--- config.mk ---
export PLATFORM = sky130hd
export DESIGN_NAME = map_tile_arbiter_flat
export DESIGN_NICKNAME = d
export VERILOG_FILES = /design/src/rtl/map_tile_arbiter_if.sv /design/src/rtl/map_tile_arbiter.sv /design/src/flat_wrapper.sv
export SDC_FILE = /design/constraint.sdc
export NUM_CORES = 1
export LEC_CHECK = 0
export ABC_AREA = 1
export CAP_MARGIN = 5
export CELL_PAD_IN_SITES_DETAIL_PLACEMENT = 1
export CELL_PAD_IN_SITES_GLOBAL_PLACEMENT = 1
export CORE_ASPECT_RATIO = 0.5
export CORE_MARGIN = 1
export CORE_UTILIZATION = 27
export DETAILED_ROUTE_END_ITERATION = 10
export PLACE_DENSITY = 0.84
export SETUP_SLACK_MARGIN = 0.3
export SLEW_MARGIN = 20
export SYNTH_ARGS = -nofsm -noshare
export SYNTH_HDL_FRONTEND = slang
export SYNTH_SLANG_ARGS = --single-unit
--- constraint.sdc ---
create_clock -name vga_pix_clk -period 6.45 [get_ports vga_pix_clk]
set_clock_uncertainty 0.1 [all_clocks]
set_input_delay 1.29 -clock vga_pix_clk [delete_from_list [all_inputs] [get_ports vga_pix_clk]]
set_output_delay 1.29 -clock vga_pix_clk [all_outputs]
set_load 0.02 [all_outputs]
--- src/rtl/map_tile_arbiter_if.sv ---
// rtl/map_tile_arbiter_if.sv - map RAM arbiter bus: read clients, write client, RAM port
interface map_tile_arbiter_if #(
  parameter int N_REQ  = 5,
  parameter int ADDR_W = 11,
  parameter int TILE_W = 4
);
  logic [N_REQ-1:0]        req;
  logic [N_REQ*ADDR_W-1:0] req_addr;
  logic [N_REQ-1:0]        gnt;
  logic [N_REQ-1:0]        rd_valid;
  logic [TILE_W-1:0]       rd_data;
  logic                    wr_req;
  logic [ADDR_W-1:0]       wr_addr;
  logic [TILE_W-1:0]       wr_data;
  logic                    wr_gnt;
  logic                    mem_en;
  logic                    mem_we;
  logic [ADDR_W-1:0]       mem_addr;
  logic [TILE_W-1:0]       mem_wdata;
  logic [TILE_W-1:0]       mem_rdata;

  modport slave (
    input  req, req_addr, wr_req, wr_addr, wr_data, mem_rdata,
    output gnt, rd_valid, rd_data, wr_gnt, mem_en, mem_we, mem_addr, mem_wdata
  );

  modport master (
    output req, req_addr, wr_req, wr_addr, wr_data, mem_rdata,
    input  gnt, rd_valid, rd_data, wr_gnt, mem_en, mem_we, mem_addr, mem_wdata
  );
endinterface

--- src/rtl/map_tile_arbiter.sv ---
// rtl/map_tile_arbiter.sv - round-robin map RAM arbiter, optional stats via MAP_TILE_ARBITER_STATS_EN
module map_tile_arbiter #(
  parameter int N_REQ  = 5,
  parameter int MAP_W  = 32,
  parameter int MAP_H  = 36,
  parameter int TILE_W = 4,
  parameter int ADDR_W = $clog2(MAP_W * MAP_H)
) (
  input  logic              vga_pix_clk,
  input  logic              rst_n,
  map_tile_arbiter_if.slave bus
`ifdef MAP_TILE_ARBITER_STATS_EN
  ,
  output logic [15:0]       grant_cnt,
  output logic [7:0]        max_wait
`endif
);
  localparam int PTR_W = (N_REQ > 1) ? $clog2(N_REQ) : 1;
  localparam logic [ADDR_W-1:0] LAST_ADDR = ADDR_W'(MAP_W * MAP_H - 1);

  logic [PTR_W-1:0]  rr_ptr_q, rr_ptr_d;
  logic              last_was_write_q, last_was_write_d;
  logic [N_REQ-1:0]  valid_q, valid_d;
  logic              oob_q, oob_d;

  logic              rd_hit;
  logic [PTR_W-1:0]  hit_idx;
  logic [ADDR_W-1:0] hit_addr;
  logic              rd_oob;
  logic              wr_oob;
  logic [N_REQ-1:0]  gnt;
  logic              wr_gnt;
  logic              mem_en;
  logic              mem_we;
  logic [ADDR_W-1:0] mem_addr;
  logic [TILE_W-1:0] mem_wdata;

  function automatic logic [PTR_W-1:0] rr_index(input logic [PTR_W-1:0] base, input int off);
    int sum;
    sum = int'(base) + off;
    if (sum >= N_REQ) sum = sum - N_REQ;
    return PTR_W'(sum);
  endfunction

  // First requesting index at or after rr_ptr, wrapping modulo N_REQ
  always_comb begin
    rd_hit  = 1'b0;
    hit_idx = '0;
    for (int off = 0; off < N_REQ; off++) begin
      if (!rd_hit && bus.req[rr_index(rr_ptr_q, off)]) begin
        rd_hit  = 1'b1;
        hit_idx = rr_index(rr_ptr_q, off);
      end
    end
    hit_addr = bus.req_addr[int'(hit_idx) * ADDR_W +: ADDR_W];
  end

  // Grants, RAM issue (out-of-range accesses consume a slot but leave the RAM idle) and next state
  always_comb begin
    wr_gnt    = rst_n && bus.wr_req && !last_was_write_q;
    gnt       = '0;
    if (rst_n && !wr_gnt && rd_hit) gnt[hit_idx] = 1'b1;
    rd_oob    = hit_addr > LAST_ADDR;
    wr_oob    = bus.wr_addr > LAST_ADDR;
    mem_en    = 1'b0;
    mem_we    = 1'b0;
    mem_addr  = '0;
    mem_wdata = '0;
    if (wr_gnt) begin
      mem_en    = !wr_oob;
      mem_we    = 1'b1;
      mem_addr  = bus.wr_addr;
      mem_wdata = bus.wr_data;
    end else if (|gnt) begin
      mem_en   = !rd_oob;
      mem_addr = hit_addr;
    end
    rr_ptr_d = rr_ptr_q;
    if (|gnt) rr_ptr_d = (hit_idx == PTR_W'(N_REQ - 1)) ? '0 : hit_idx + PTR_W'(1);
    last_was_write_d = wr_gnt;
    valid_d          = gnt;
    oob_d            = (|gnt) && rd_oob;
  end

  // Arbiter state and one-cycle response pipeline; reset drops any in-flight response
  always_ff @(posedge vga_pix_clk or negedge rst_n) begin
    if (!rst_n) begin
      rr_ptr_q         <= '0;
      last_was_write_q <= 1'b0;
      valid_q          <= '0;
      oob_q            <= 1'b0;
    end else begin
      rr_ptr_q         <= rr_ptr_d;
      last_was_write_q <= last_was_write_d;
      valid_q          <= valid_d;
      oob_q            <= oob_d;
    end
  end

  assign bus.gnt       = gnt;
  assign bus.wr_gnt    = wr_gnt;
  assign bus.mem_en    = mem_en;
  assign bus.mem_we    = mem_we;
  assign bus.mem_addr  = mem_addr;
  assign bus.mem_wdata = mem_wdata;
  assign bus.rd_valid  = valid_q;
  assign bus.rd_data   = oob_q ? '0 : bus.mem_rdata;

`ifdef MAP_TILE_ARBITER_STATS_EN
  logic [15:0] grant_cnt_q, grant_cnt_d;
  logic [7:0]  max_wait_q, max_wait_d;
  logic [7:0]  wait_q [N_REQ];
  logic [7:0]  wait_d [N_REQ];

  // Saturating grant count and longest unbroken request-without-grant run
  always_comb begin
    grant_cnt_d = grant_cnt_q;
    if (((|gnt) || wr_gnt) && (grant_cnt_q != 16'hFFFF)) grant_cnt_d = grant_cnt_q + 16'd1;
    max_wait_d = max_wait_q;
    for (int i = 0; i < N_REQ; i++) begin
      wait_d[i] = '0;
      if (bus.req[i] && !gnt[i]) wait_d[i] = (wait_q[i] == 8'hFF) ? wait_q[i] : wait_q[i] + 8'd1;
      if (wait_d[i] > max_wait_d) max_wait_d = wait_d[i];
    end
  end

  // Statistics registers
  always_ff @(posedge vga_pix_clk or negedge rst_n) begin
    if (!rst_n) begin
      grant_cnt_q <= '0;
      max_wait_q  <= '0;
      for (int i = 0; i < N_REQ; i++) wait_q[i] <= '0;
    end else begin
      grant_cnt_q <= grant_cnt_d;
      max_wait_q  <= max_wait_d;
      for (int i = 0; i < N_REQ; i++) wait_q[i] <= wait_d[i];
    end
  end

  assign grant_cnt = grant_cnt_q;
  assign max_wait  = max_wait_q;
`endif
endmodule
--- src/flat_wrapper.sv ---
// flat-port wrapper written by rule: the top's interface ports become plain ports
module map_tile_arbiter_flat 
#(
  parameter int N_REQ  = 5,
  parameter int MAP_W  = 32,
  parameter int MAP_H  = 36,
  parameter int TILE_W = 4,
  parameter int ADDR_W = $clog2(MAP_W * MAP_H)
)
  (vga_pix_clk, rst_n, bus_req, bus_req_addr, bus_wr_req, bus_wr_addr, bus_wr_data, bus_mem_rdata, bus_gnt, bus_rd_valid, bus_rd_data, bus_wr_gnt, bus_mem_en, bus_mem_we, bus_mem_addr, bus_mem_wdata);
  map_tile_arbiter_if #(.N_REQ(N_REQ), .ADDR_W(ADDR_W), .TILE_W(TILE_W)) bus_i ();
  input  logic vga_pix_clk;
  input  logic rst_n;
  input wire logic [$bits(bus_i.req)-1:0] bus_req;
  input wire logic [$bits(bus_i.req_addr)-1:0] bus_req_addr;
  input wire logic [$bits(bus_i.wr_req)-1:0] bus_wr_req;
  input wire logic [$bits(bus_i.wr_addr)-1:0] bus_wr_addr;
  input wire logic [$bits(bus_i.wr_data)-1:0] bus_wr_data;
  input wire logic [$bits(bus_i.mem_rdata)-1:0] bus_mem_rdata;
  output wire logic [$bits(bus_i.gnt)-1:0] bus_gnt;
  output wire logic [$bits(bus_i.rd_valid)-1:0] bus_rd_valid;
  output wire logic [$bits(bus_i.rd_data)-1:0] bus_rd_data;
  output wire logic [$bits(bus_i.wr_gnt)-1:0] bus_wr_gnt;
  output wire logic [$bits(bus_i.mem_en)-1:0] bus_mem_en;
  output wire logic [$bits(bus_i.mem_we)-1:0] bus_mem_we;
  output wire logic [$bits(bus_i.mem_addr)-1:0] bus_mem_addr;
  output wire logic [$bits(bus_i.mem_wdata)-1:0] bus_mem_wdata;
  assign bus_i.req = bus_req;
  assign bus_i.req_addr = bus_req_addr;
  assign bus_i.wr_req = bus_wr_req;
  assign bus_i.wr_addr = bus_wr_addr;
  assign bus_i.wr_data = bus_wr_data;
  assign bus_i.mem_rdata = bus_mem_rdata;
  assign bus_gnt = bus_i.gnt;
  assign bus_rd_valid = bus_i.rd_valid;
  assign bus_rd_data = bus_i.rd_data;
  assign bus_wr_gnt = bus_i.wr_gnt;
  assign bus_mem_en = bus_i.mem_en;
  assign bus_mem_we = bus_i.mem_we;
  assign bus_mem_addr = bus_i.mem_addr;
  assign bus_mem_wdata = bus_i.mem_wdata;
  map_tile_arbiter #(.N_REQ(N_REQ), .MAP_W(MAP_W), .MAP_H(MAP_H), .TILE_W(TILE_W), .ADDR_W(ADDR_W)) u_core (.vga_pix_clk(vga_pix_clk), .rst_n(rst_n), .bus(bus_i));
endmodule
Word-level counts from Yosys, hierarchy flattened --
Cells that the tools add are included.
Operators by class: $add $sub $neg 10, multiply operators 1, $lt $le $gt $ge 14, eq/ne operators 1, shift-type cells 1, mux-type cells 36, reduce and logical (&&, ||, !) cells 19
Operators by type and width (count):
- $shiftx 55x32->11 | 1
- $mux 3 | 11
- $lt 3x4->1 const B | 6
- $gt 11x11->1 const B | 2
- $mux 11 | 2
- $ge 4x3->1 const B | 4
- $bmux 1 s3 | 5
- $sub 3x3->3 const B | 5
- $mux 1 | 14
- $logic_and 1x1->1 | 10
- $add 3x2->4 const B | 2
- $logic_not 1->1 | 8
- $mux 4 | 2
- $mul 3x4->7 const B | 1
- $mux 5 | 1
- $reduce_or 5->1 | 1
- $add 3x1->4 const B | 1
- $add 3x3->4 const B | 1
- $add 3x1->3 const B | 1
- $demux 1 s3 | 1
- $eq 3x3->1 const B | 1
- $ge 3x1->1 const B | 1
- $ge 3x3->1 const B | 1
Word-level totals: register bits 10, input port bits 82, output and inout bits 32, word-level logic and storage cells 86

Depth between registers and ports, before layout --
Gate-level depths: netlist of the first run.
word-level depth 25, gate-level depth with buffers 26, mapped depth without buffers 25

Worst setup path before layout of the first run --
No wires, ideal clock.
kind register to output, start point reg u_core.rr_ptr_q[0], end point out bus_mem_addr[1], data arrival time 3.272 ns, data required time 5.060 ns, path slack 1.788 ns, stages on the path, launching flop included 21, buffers on the path 1, cell sequence dfrtp_1 > inv_2 > ha_1 > inv_1 > fa_1 > a21oi_1 > nand2_1 > nand2_2 > nand3_1 > nand3_1 > nand2_2 > nor3_2 > nand3b_1 > nand2_2 > nand2_4 > inv_2 > buf_4 > nand2_1 > nand3_1 > o211ai_1 > o21ai_0
On the way: word-level cells in the longest chain between the ends 25, elaborated cells on any way between the ends 59, classes of those cells add/sub (9); mul (1); order compare (7); shift (1); mux (30); reduce/logical (11)
RTL lines:
- start, declared | RTL line map_tile_arbiter.sv:21 | logic [PTR_W-1:0] rr_ptr_q, rr_ptr_d;
- start signal, assigned | RTL line map_tile_arbiter.sv:93 | rr_ptr_q <= rr_ptr_d;
- branches (longest 23 deep; another with $add 3x1->4)
- $mux 11 (*) | RTL line map_tile_arbiter.sv:74 | end else if (|gnt) begin
- $mux 11 (*) | RTL line map_tile_arbiter.sv:69 | if (wr_gnt) begin
- end, declared | RTL line flat_wrapper.sv:26 | output wire logic [$bits(bus_i.mem_addr)-1:0] bus_mem_addr;
Mark *: on every way between the ends. The select of a mux whose other input is x is not followed.

Worst setup path after layout of the first run --
start point in bus_req[1], end point out bus_mem_en
On the way: word-level cells in the longest chain between the ends 23, elaborated cells on any way between the ends 42, classes of those cells mul (1); order compare (3); shift (1); mux (25); reduce/logical (12)
RTL lines:
- start, declared | RTL line flat_wrapper.sv:14 | input wire logic [$bits(bus_i.req)-1:0] bus_req;
- branches (longest 21 deep; another with $bmux 1 s3)
- $mux 1 (*) | RTL line map_tile_arbiter.sv:74
- $mux 1 (*) | RTL line map_tile_arbiter.sv:69
- end, declared | RTL line flat_wrapper.sv:24 | output wire logic [$bits(bus_i.mem_en)-1:0] bus_mem_en;
Marked as above.

==> impl_metrics.toml, run 1 <==
[run_status]
outcome = "complete, no violations"

[logic_synthesis]
async_reset_ff_frac = 1.00
synth_top_area_cell = "nand2_1"
synth_top_family_by_area = "simple AND/OR/NAND/NOR gates"
synth_area_um2 = 2160
synthMuxAreaShare = 0
synth_xor_area_frac = 0.00753
synth.most_common_cell = "nand2_1"
synth_edf_count = 0
synth_compound_area_frac = 0.107
synth_common_cells = "137 x nand2_1, 67 x nand3_1, 40 x inv_1, 27 x nor2_1, 16 x o21ai_0"
synthSimpleGateAreaFrac = 0.582
seq_area_frac_synth = 0.116
synthDistinctLibCells = 33
postSynthCellCount = 394
yosys_warnings = 0
synth_nets = 487
syn_area_per_cell_um2 = 5.48
synthAdderAreaFrac = 0.0672
yosys_register_bits = 10
synth_top_area_frac = 0.238
synth-main-ff-cell = "dfrtp_1"
synth_area_leaders = "nand2_1 24%, nand3_1 16%, dfrtp_1 12%"

[placed_design]
place_congestion = 0.900
port-buffer-count = 113
dpl.hpwl_um = 7630

[detailed_routing]
final_antenna_net_count = 0
firstDrtPassIters = 4
vias = 2965
routed_wl_um = 9180
drtIter0Drc = 171
post_drt_wl_per_cell_um = 15.0
drt_drc_violations_left = 0
viasPerCell = 4.84

[sta]
worst_slew_margin_rel = 0.648
rsz0062_at_grt = "false"
worst_slew_pin_slew_ns = 0.526
finalSetupTns_ns = 0
period_minus_slack_ns = 5.87
min_period_over_period = 0.909
hold_violations = 0
finalSetupViolations = 0
fmax_mhz = 170
slew_violations = 0

[final_layout]
fillers = 1028
syn2layout_area_growth_pct = 61.9
fin_nets = 599
diodes = 0
drive_above_1_share = 0.0873

[hold_path]
hold_path_class = "flop to flop"

[setup_path]
max_stage_delay_ns = 0.60
rrSetupSlack_ns = 2.64
crit_fanout = 8
r2r_cells = 20
critical_path_class = "input port to output port"
worstReg2RegStart = "u_core.rr_ptr_q[0]"
path_common_cell = "nand2_1"
worstSetupEndpointType = "output port"
cp.arrival_ns = 4.48
crit_end = "bus_mem_en"
crit_start = "bus_req[1]"
start_kind = "input port"
slowest_stage = "clkdlybuf4s50_1"
timing.rr.end = "u_core.rr_ptr_q[2]"
crit_chain = "clkdlybuf4s50_1 -> inv_1 -> nand3_1 -> nand3_1 -> nand2_1 -> nand2_1 -> nand2_2 -> nor2_4 -> nand4_4 -> nor2_2 -> inv_1 -> nand2_2 -> nand2_2 -> inv_2 -> nand2_1 -> nand3_1 -> nand3_1 -> nand2_1 -> nand2_1 -> nand2_1 -> clkdlybuf4s50_1"
required_ns = 5.06

[global_route]
grt_pass1_wl_um = 14900
grt_overflow = 0
grt_max_degree = 26
globalRouteTotalUtil = 0.225
grt_pass1_vias = 3043
antenna_found_initial = 0

[cts]
root_buffer = "clkbuf_16"
cts_buffers = 3
cts_tree = "done"
cts-htree-levels = 1
postCtsHoldBufs = 0
clkSinkCount = 10
clk_pin_slew_worst_paths_ns = 0.04
cts_buffer_depth = 2
worst_skew_pair.late_latency_ns = 0.24

[flow_run]
maxCapViolations = 0

[die]
pin_count = 114
dieArea_um2 = 8390
core_area_um2 = 7540
die_h_um = 65.3
placementRows = 22
die_x_um = 129
start_util = 0.286
worst min-delay path by stage:
stage	from	slack [ns]	cells past startpoint	to
2_1_floorplan	u_core.rr_ptr_q[2]	0.58	2	u_core.rr_ptr_q[2]
3_3_place_gp	u_core.last_was_write_q	0.51	2	u_core.last_was_write_q
3_5_place_dp	u_core.last_was_write_q	0.53	2	u_core.last_was_write_q
4_1_cts	u_core.last_was_write_q	0.54	2	u_core.last_was_write_q
5_1_grt	u_core.last_was_write_q	0.55	2	u_core.last_was_write_q
6_report	u_core.last_was_write_q	0.53	2	u_core.last_was_write_q
metrics by stage:
stage / instances / area, um2 / worst slack, ns / util / hold WS, ns
finish: 612 / 3500 / 0.584 / 0.464 / 0.534
global route: 612 / 3500 / 0.285 / 0.464 / 0.550
CTS: 611 / 3460 / 0.346 / 0.458 / 0.539
detailed placement: 608 / 3380 / 0.441 / 0.448 / 0.529
global placement: 608 / 3380 / 0.497 / 0.448 / 0.509
floorplan: 394 / 2160 / 1.79 / - / 0.576
metal layers:
metal | track usage | share of wire
met5 | 0 | 0
met4 | 0.0441 | 0.0088
met3 | 0.0261 | 0.044
met2 | 0.394 | 0.47
met1 | 0.298 | 0.48
logic make-up after synthesis:
family,after synthesis
simple gates,273
flops,10
xor+xnor,1
buf+inv,60
fa+ha+maj,11
compound gates,39
final cells by class:
cell class / count / area, um2 / share of cell area
Clock buffer: 3 / 75.1 / 0.0215
Timing Repair Buffer: 118 / 1180 / 0.336
Inverter: 49 / 190 / 0.0544
Sequential cell: 10 / 251 / 0.0719
Tap cell: 108 / 135 / 0.0386
Multi-Input combinational cell: 324 / 1670 / 0.477
cells in the final DEF (no fill, tap or decap), types with 2 or more instances in the layout:
| cell type | instances |
|---|---|
| nand3b_1 | 3 |
| nand2_2 | 10 |
| a21oi_1 | 4 |
| ha_1 | 10 |
| nor2_2 | 2 |
| clkbuf_16 | 3 |
| nand4_1 | 11 |
| o22ai_1 | 2 |
| clkdlybuf4s50_1 | 110 |
| nand3_2 | 2 |
| nor2_1 | 27 |
| dfrtp_1 | 9 |
| o21ai_0 | 16 |
| nor2_4 | 3 |
| o21ai_1 | 3 |
| nor3_1 | 5 |
| dlymetal6s2s_1 | 3 |
| inv_1 | 39 |
| nand2_1 | 136 |
| inv_2 | 8 |
| o211ai_1 | 10 |
| nand3_1 | 67 |
| or2_2 | 2 |
| buf_4 | 5 |
flip-flops by register name, indices dropped and copies added, names as in the netlist:
| signal | cells |
|---|---|
| u_core.oob_q | 1 |
| u_core.bus.rd_valid | 5 |
| u_core.last_was_write_q | 1 |
| u_core.rr_ptr_q | 3 |
worst max-delay path, delay by kind of cell:
kind          cells  cell delay (ns)
simple gates     16             1.72
buf+inv           5             1.48
what timing repair did:
item / in CTS / in global routing
endpoints found under the setup margin: 0 / 16
buffers inserted: 0 / 1
resized for setup: 0 / 11
Power of run 1 is left out: the tool's default activity adds up to more than one toggle a clock period on the data nets, which glitch-free logic cannot reach.
==> run 2, diff against run 1 <==
--- a/config.mk
+++ b/config.mk
@@ -6,11 +6,10 @@
 export NUM_CORES = 1
 export LEC_CHECK = 0
 export ABC_AREA = 1
-export CAP_MARGIN = 5
+export CAP_MARGIN = 20
 export CELL_PAD_IN_SITES_DETAIL_PLACEMENT = 1
 export CELL_PAD_IN_SITES_GLOBAL_PLACEMENT = 1
 export CORE_ASPECT_RATIO = 0.5
-export CORE_MARGIN = 1
 export CORE_UTILIZATION = 27
 export DETAILED_ROUTE_END_ITERATION = 10
 export PLACE_DENSITY = 0.84
==> results of run 2 <==
Same layout as run 1: the final DEF is identical, and so are final timing and power.
Power of run 2 is left out for the same reason.
